==> src/rtl/out_port_pkg.sv <==
// Shared constants and state encoding for the CPU output-port buffer.
package out_port_pkg;

  localparam int DEFAULT_WIDTH = 32;
  localparam int DEFAULT_DEPTH = 4;

  typedef enum logic {
    IDLE    = 1'b0,
    PRESENT = 1'b1
  } state_t;

endpackage

==> src/rtl/out_port_fifo.sv <==
// Small circular FIFO that sits behind the output register. The head word
// is visible combinationally so the wrapper can load it on the same edge
// it pops. A push while full is accepted only if a pop happens in the
// same cycle (the slot being vacated is the one being refilled).
module out_port_fifo #(
  parameter int WIDTH = 32,
  parameter int DEPTH = 4
) (
  input  logic                       clock,
  input  logic                       reset,
  input  logic                       push,
  input  logic                       pop,
  input  logic [WIDTH-1:0]           data_in,
  output logic [WIDTH-1:0]           head,
  output logic [$clog2(DEPTH+1)-1:0] count,
  output logic                       full,
  output logic                       empty
);

  localparam int AW = $clog2(DEPTH);
  localparam int CW = $clog2(DEPTH + 1);

  logic [WIDTH-1:0] mem [DEPTH];
  logic [AW-1:0]    wr_ptr;
  logic [AW-1:0]    rd_ptr;
  logic             do_push;
  logic             do_pop;

  assign full    = (count == CW'(DEPTH));
  assign empty   = (count == '0);
  assign do_pop  = pop && !empty;
  assign do_push = push && (!full || do_pop);
  assign head    = mem[rd_ptr];

  // Storage array; contents need no reset because occupancy gates every read.
  always_ff @(posedge clock) begin
    if (do_push) begin
      mem[wr_ptr] <= data_in;
    end
  end

  // Pointers wrap modulo DEPTH; the occupancy counter tells full from empty.
  always_ff @(posedge clock) begin
    if (reset) begin
      wr_ptr <= '0;
      rd_ptr <= '0;
      count  <= '0;
    end else begin
      if (do_push) begin
        wr_ptr <= wr_ptr + AW'(1);
      end
      if (do_pop) begin
        rd_ptr <= rd_ptr + AW'(1);
      end
      case ({do_push, do_pop})
        2'b10:   count <= count + CW'(1);
        2'b01:   count <= count - CW'(1);
        default: count <= count;
      endcase
    end
  end

endmodule

==> src/rtl/out_port_buffer.sv <==
// CPU output port: a registered word presented to an external device with
// a valid/ready handshake, backed by a small FIFO. When the FIFO is empty
// and the device is taking words, new writes bypass straight into the
// output register so streaming runs at one word per cycle.
module out_port_buffer
  import out_port_pkg::*;
#(
  parameter int WIDTH = DEFAULT_WIDTH,
  parameter int DEPTH = DEFAULT_DEPTH
) (
  input  logic                       clock,
  input  logic                       reset,
  input  logic                       outp_wr,
  input  logic [WIDTH-1:0]           bus_in,
  output logic [WIDTH-1:0]           out_data,
  output logic                       out_valid,
  input  logic                       out_ready,
  output logic                       cpu_stall,
  output logic [$clog2(DEPTH+2)-1:0] count,
  output logic                       overflow
);

  localparam int CW  = $clog2(DEPTH + 2);
  localparam int FCW = $clog2(DEPTH + 1);

  state_t           state;
  state_t           next_state;
  logic             transfer;
  logic             load_en;
  logic [WIDTH-1:0] load_data;
  logic             fifo_push;
  logic             fifo_pop;
  logic             set_overflow;
  logic [WIDTH-1:0] fifo_head;
  logic [FCW-1:0]   fifo_count;
  logic             fifo_full;
  logic             fifo_empty;

  out_port_fifo #(
    .WIDTH (WIDTH),
    .DEPTH (DEPTH)
  ) u_fifo (
    .clock   (clock),
    .reset   (reset),
    .push    (fifo_push),
    .pop     (fifo_pop),
    .data_in (bus_in),
    .head    (fifo_head),
    .count   (fifo_count),
    .full    (fifo_full),
    .empty   (fifo_empty)
  );

  assign out_valid = (state == PRESENT);
  assign transfer  = out_valid && out_ready;
  assign cpu_stall = fifo_full;
  assign count     = CW'(fifo_count) + CW'(out_valid);

  // State, output register and sticky overflow flag.
  always_ff @(posedge clock) begin
    if (reset) begin
      state    <= IDLE;
      out_data <= '0;
      overflow <= 1'b0;
    end else begin
      state <= next_state;
      if (load_en) begin
        out_data <= load_data;
      end
      if (set_overflow) begin
        overflow <= 1'b1;
      end
    end
  end

  // Decide what feeds the output register and how the FIFO moves this cycle;
  // a pop and push together when full is how a full FIFO still takes a word.
  always_comb begin
    next_state   = state;
    load_en      = 1'b0;
    load_data    = bus_in;
    fifo_push    = 1'b0;
    fifo_pop     = 1'b0;
    set_overflow = 1'b0;
    case (state)
      IDLE: begin
        if (outp_wr) begin
          load_en    = 1'b1;
          load_data  = bus_in;
          next_state = PRESENT;
        end
      end
      PRESENT: begin
        if (transfer) begin
          if (!fifo_empty) begin
            load_en   = 1'b1;
            load_data = fifo_head;
            fifo_pop  = 1'b1;
            fifo_push = outp_wr;
          end else if (outp_wr) begin
            load_en   = 1'b1;
            load_data = bus_in;
          end else begin
            next_state = IDLE;
          end
        end else if (outp_wr) begin
          if (!fifo_full) begin
            fifo_push = 1'b1;
          end else begin
            set_overflow = 1'b1;
          end
        end
      end
      default: begin
        next_state = IDLE;
      end
    endcase
  end

endmodule

==> config.mk <==
export PLATFORM = sky130hd
export DESIGN_NAME = out_port_buffer
export DESIGN_NICKNAME = d
export VERILOG_FILES = /design/src/rtl/out_port_pkg.sv /design/src/rtl/out_port_fifo.sv /design/src/rtl/out_port_buffer.sv
export SDC_FILE = /design/constraint.sdc
export NUM_CORES = 1
export LEC_CHECK = 0
export ABC_CLOCK_PERIOD_IN_PS = 3000
export CORE_UTILIZATION = 44
export DETAILED_ROUTE_END_ITERATION = 16
export SKIP_CTS_REPAIR_TIMING = 1
export SKIP_LAST_GASP = 1
export SYNTH_ARGS = -nofsm -noshare
export SYNTH_HDL_FRONTEND = slang
export SYNTH_SLANG_ARGS = --single-unit
export TNS_END_PERCENT = 5
==> constraint.sdc <==
create_clock -name clock -period 3 [get_ports clock]
set_input_delay 0.6 -clock clock [delete_from_list [all_inputs] [get_ports clock]]
set_output_delay 0.6 -clock clock [all_outputs]
set_load 0.01 [all_outputs]
Yosys cells after proc, flatten, opt, wreduce, memory -nomap -nowiden
Memory sizes are Yosys's and may differ from the RTL's. A register that Yosys moved wholly into a read port is not among the register bits.
Index checks and enable logic that the tools add are counted.
{"block": "totals", "ff_bits": 41, "ram_bits": 128, "input_bits": 36, "out_inout_bits": 38, "wordCells": 50, "n_memories": 1}
{"block": "classes", "n_addsub": 5, "n_eq_ne": 3, "muxes": 26, "bitwise_logic": 1, "n_reduce_logical": 8}
{"memory": "u_fifo.mem", "depth": 4, "width": 32, "rd": 1, "rd_ports_with_merged_regs": 1, "write_ports": 1, "line": "out_port_fifo.sv:23", "rtl": "logic [WIDTH-1:0] mem [DEPTH];"}
{"cell": "$mux W32", "n": 2}
{"cell": "$pmux W32 S2", "n": 1}
{"cell": "$mux W1", "n": 18}
{"cell": "$pmux W3 S2", "n": 1}
{"cell": "$add A2 B1 Y2 const B", "n": 2}
{"cell": "$mux W2", "n": 2}
{"cell": "$pmux W1 S2", "n": 2}
{"cell": "$add A3 B1 Y3", "n": 1}
{"cell": "$add A3 B1 Y3 const B", "n": 1}
{"cell": "$eq A3 B3 Y1 const B", "n": 1}
{"cell": "$logic_and A1 B1 Y1", "n": 3}
{"cell": "$logic_not A3 Y1", "n": 1}
{"cell": "$sub A3 B1 Y3 const B", "n": 1}
{"cell": "$eq A2 B1 Y1 const B", "n": 1}
{"cell": "$eq A2 B2 Y1 const B", "n": 1}
{"cell": "$logic_not A1 Y1", "n": 2}
{"cell": "$reduce_bool A2 Y1", "n": 1}
{"cell": "$logic_or A1 B1 Y1", "n": 1}
{"cell": "$not A1 Y1", "n": 1}

Longest topological paths before layout
{"block": "depth", "ltp_word": 9, "ltp_mapped": 10, "depth_no_buf": 9}

Hierarchy
A second synthesis with hierarchy kept.
{"block": "unflattened", "hier_cells": 496, "area_unflattened_um2": 7273.2}
{"mod": "out_port_fifo", "n_inst": 1, "cells_each": 226, "area_each_um2": 5141.2, "seq_area_each_um2": 4023.9}
{"mod": "out_port_buffer", "n_inst": 1, "cells_each": 270, "area_each_um2": 2132.0, "seq_area_each_um2": 680.7}

Worst setup path after synthesis
OpenSTA, ideal clock, no wires.
{"block": "synth_path", "path_type": "input -> register", "startpoint": "in out_ready", "endpoint": "reg u_fifo.count[2]", "setup_ns": 0.071, "arrival_time_ns": 2.279, "required_ns": 2.929, "slack_ns": 0.651, "cell_stages": 9, "path_buffers": 1, "path_cell_list": "o311ai_4 > inv_2 > buf_6 > ha_1 > inv_1 > fa_1 > xor2_1 > or3_2 > a21oi_1"}
{"block": "synth_between", "elab_chain_cells": 8, "word_cells_on_any_way": 12, "classes_between": "eq/ne: 2; mux: 5; reduce/logical: 5"}
{"item": "from (decl)", "line": "out_port_buffer.sv:17", "rtl": "input logic out_ready,"}
{"item": "$logic_and A1 B1 Y1 (*)", "line": "out_port_buffer.sv:55", "rtl": "assign transfer = out_valid && out_ready;"}
{"item": "$mux W1 (*)", "line": "out_port_buffer.sv:94", "rtl": "if (transfer) begin"}
{"item": "$mux W1 (*)", "line": "out_port_buffer.sv:85", "rtl": "case (state)"}
{"item": "$logic_and A1 B1 Y1 (*)", "line": "out_port_fifo.sv:31", "rtl": "assign do_pop = pop && !empty;"}
{"item": "net u_fifo.do_pop", "line": "out_port_fifo.sv:27", "rtl": "logic do_pop;"}
{"item": "$logic_or A1 B1 Y1", "line": "out_port_fifo.sv:32", "rtl": "assign do_push = push && (!full || do_pop);"}
{"item": "$logic_and A1 B1 Y1", "line": "out_port_fifo.sv:32"}
{"item": "$eq A2 B1 Y1 / $eq A2 B2 Y1 (equally long branches)", "line": "out_port_fifo.sv:55", "rtl": "case ({do_push, do_pop})"}
{"item": "$pmux W3 S2 / $reduce_bool A2 Y1 (equally long branches)"}
{"item": "to (signal assigned)", "line": "out_port_fifo.sv:56", "rtl": "2'b10: count <= count + CW'(1);"}
{"item": "to (signal assigned)", "line": "out_port_fifo.sv:57", "rtl": "2'b01: count <= count - CW'(1);"}
{"item": "to (signal assigned)", "line": "out_port_fifo.sv:58", "rtl": "default: count <= count;"}
{"item": "to (decl)", "line": "out_port_fifo.sv:15", "rtl": "output logic [$clog2(DEPTH+1)-1:0] count,"}
The timed path passes the listed nets; every way through them passes the cells marked *.
A chain may end at the register's enable or synchronous reset.

Worst setup path in the final report
{"block": "layout_path", "startpoint": "reg u_fifo.count[0]", "endpoint": "out count[2]"}
{"block": "layout_between", "elab_chain_cells": 1}
{"item": "$add A3 B1 Y3", "line": "out_port_buffer.sv:57", "rtl": "assign count = CW'(fifo_count) + CW'(out_valid);"}
{"item": "to (decl)", "line": "out_port_buffer.sv:19", "rtl": "output logic [$clog2(DEPTH+2)-1:0] count,"}
Every way passes these cells.

==> impl_metrics.yaml <==
sta:
  fin_tns_setup_ns: 0
  relSlewSlack_pct: 40.3
  finClkSkew_ns: 0.00989
  rsz0062_at_grt: "no"
  fmax_ghz: 0.385
  hold_viol: 0
  period_needed_ns: 2.60
  slew_violations: 0
  period_share_pct: 86.6
  finalSetupViolations: 0
  tightest_slew_ns: 0.895
placed_design:
  placedCellCount: 658
  io_buffers: 73
  gp_congestion: 0.721
  post-dp-hpwl_mm: 7.58
synth:
  async_flop_share_pct: 0
  synth_ff_type: "edfxtp_1"
  synth-edff-count: 128
  synthCells: 410
  ys_seq_elements: 171
  yosys.area.top_type: "edfxtp_1"
  synth_cell_types: 29
  syn_nets: 454
  syn_area_per_cell_sq_um: 16.3
  netlist.area_leader.share_pct: 57.6
  synth_warnings: 0
  synth.top_cells.by_area: "edfxtp_1 58%, dfxtp_1 13%, mux4_2 11%, nand2_1 3.7%, a311oi_1 3.7%"
  syn_area_sq_um: 6680
  yosysSeqAreaShare_pct: 70.5
clock_tree:
  cts.sinks: 171
  cts_buffer_depth: 2
  cts_tree: "yes"
  h-tree-depth: 4
  clock_latency_ns: 0.41
  cts_inserted_buffers: 17
  clkTransAtPathRegs_ns: 0.06
  cts_root_buffer: "clkbuf_16"
drt:
  avgViaCountPerCell: 5.30
  postRouteAntennaNets: 0
  dr.pass1.iters: 6
  wl_mm: 12.6
  routedWlPerCell_um: 18.3
  drc: 0
  drt-initial-drc-count: 243
  route.vias.total: 3657
power_and_ir_drop:
  powerDensity_nw_per_um2: 625
  ir_worst_vdd_uv: 509
  leakagePower_nw: 2.71
setup_path:
  cp_num_buf_inv: 1
  path_delay_family: "buffers and inverters"
  slowest_stage: "clkdlybuf4s50_1"
  endpoint_kind: "primary output"
  cp.arrival_ns: 2.00
  required_ns: 2.40
  crit_top_cell: "ha_1"
  crit_type: "flip-flop to primary output"
  worstPathMaxFanout: 6
  path_cells: "ha_1, ha_1, xor2_1, clkdlybuf4s50_1"
  cp_slowest_stage_delay_ns: 0.55
  start_kind: "flip-flop"
die:
  dieWidth_um: 125
  start_util_pct: 45.6
  ioPinCount: 74
  core_sq_um: 14600
  die-height_um: 125
  die_area_sq_um: 15700
  rows: 44
final_layout:
  fillers: 1191
  finalNonFillerCells: 690
  multi_input_area_sq_um: 1780
  register_area_sq_um: 4710
  area_growth_pct: 22.9
  nets: 537
  drive_gt1_share_pct: 18.4
  diodes: 0
  final_common_cell: "edfxtp_1"
  layout_common_cells: "128 x edfxtp_1, 72 x clkdlybuf4s50_1, 66 x nand2_1"
global_routing:
  antenna_found_initial: 0
  gr-usage-all-layers_pct: 17.3
  grt_max_degree: 53
  grt_pass1_wl_mm: 20.0
  grt_pass1_vias: 3628
  overflow: 0
run_status:
  outcome: "finished, final reports clean"
min_path:
  hold_class: "flip-flop to flip-flop"
job:
  max_cap_violations: 0
[sequential cells by signal (all words and copies together), names as in the netlist, named ones only]
name / count
u_fifo.mem: 128
out_data: 32
u_fifo.count: 3
u_fifo.rd_ptr: 2
u_fifo.wr_ptr: 2
out_valid: 1
overflow: 1
[area by class of cell]
class | count | share of cell area [%]
flip-flops and latches | 171 | 57.4
multi-input cells | 207 | 21.7
repair buffers | 89 | 10.8
clock buffers | 23 | 5.58
well taps | 184 | 2.81
clock inverters | 9 | 1.49
inverters | 7 | 0.320
[worst register-to-register path, delay by kind of cell (launching register included)]
family / cells / cell delay [ns]
xor+xnor: 2 / 0.36
simple gates: 1 / 0.42
fa+ha+maj: 2 / 0.54
flops: 1 / 0.55
buf+inv: 2 / 0.13
compound gates: 2 / 0.25
[logic make-up after synthesis]
kind of cell    after synthesis  synth area share, %
fa+ha+maj                     8                 1.61
compound gates               39                 5.42
xor+xnor                      7                 1.03
buf+inv                      32                 3.00
flops                       171                 70.5
simple gates                119                 7.38
mux                          34                 11.1
[cell usage after synthesis, drive strengths merged, types with 6 or more instances]
master and instances:
nand2 66, nor2 45, edfxtp 128, ha 7, clkbuf 6, dfxtp 43
mux4 32, a311oi 32, buf 19, inv 7
[stage by stage]
stage                     util (%)  hold WS [ns]  power (mW)  area [sq um]  setup slack [ns]
after floorplan                  -         0.485        2.84          6680             0.651
after global placement        52.1         0.461        3.03          7620             0.129
after detailed placement      52.1         0.464        3.04          7620            0.0466
after CTS                     56.0         0.478        5.18          8200             0.365
after global routing          56.0         0.503        5.32          8200             0.323
final                         56.0         0.468        5.13          8200             0.402
[final timing paths]
| path | start | end | slack (ns) | depth (start not counted) |
|---|---|---|---|---|
| worst max-delay path | u_fifo.count[0] | count[2] | 0.40 | 4 |
| worst min-delay path | overflow | overflow | 0.47 | 2 |
| worst min register to register | overflow | overflow | 0.47 | 2 |
| worst max register to register | u_fifo.count[2] | u_fifo.count[2] | 0.68 | 9 |
[routing by layer]
layer / vias to the layer above / wire length (um) / track usage (%) / share of wire, %
met3: 11 / 418 / 3.98 / 3.3
met1: 1859 / 5620 / 22.1 / 44
met5: - / 0 / 0 / 0
met4: 0 / 143 / 5.81 / 1.1
li1: 1720 / - / - / -
met2: 67 / 6450 / 29.1 / 51
[power breakdown]
| group | total, mW | internal (mW) | leakage (nW) | switching (mW) |
|---|---|---|---|---|
| registers | 2.63 | 2.60 | 1.51 | 0.0318 |
| clock network | 2.15 | 1.32 | 0.285 | 0.824 |
| logic | 0.352 | 0.185 | 0.914 | 0.167 |
| total | 5.13 | 4.11 | 2.71 | 1.02 |
No activity file was read; power rests on OpenSTA's default activity.
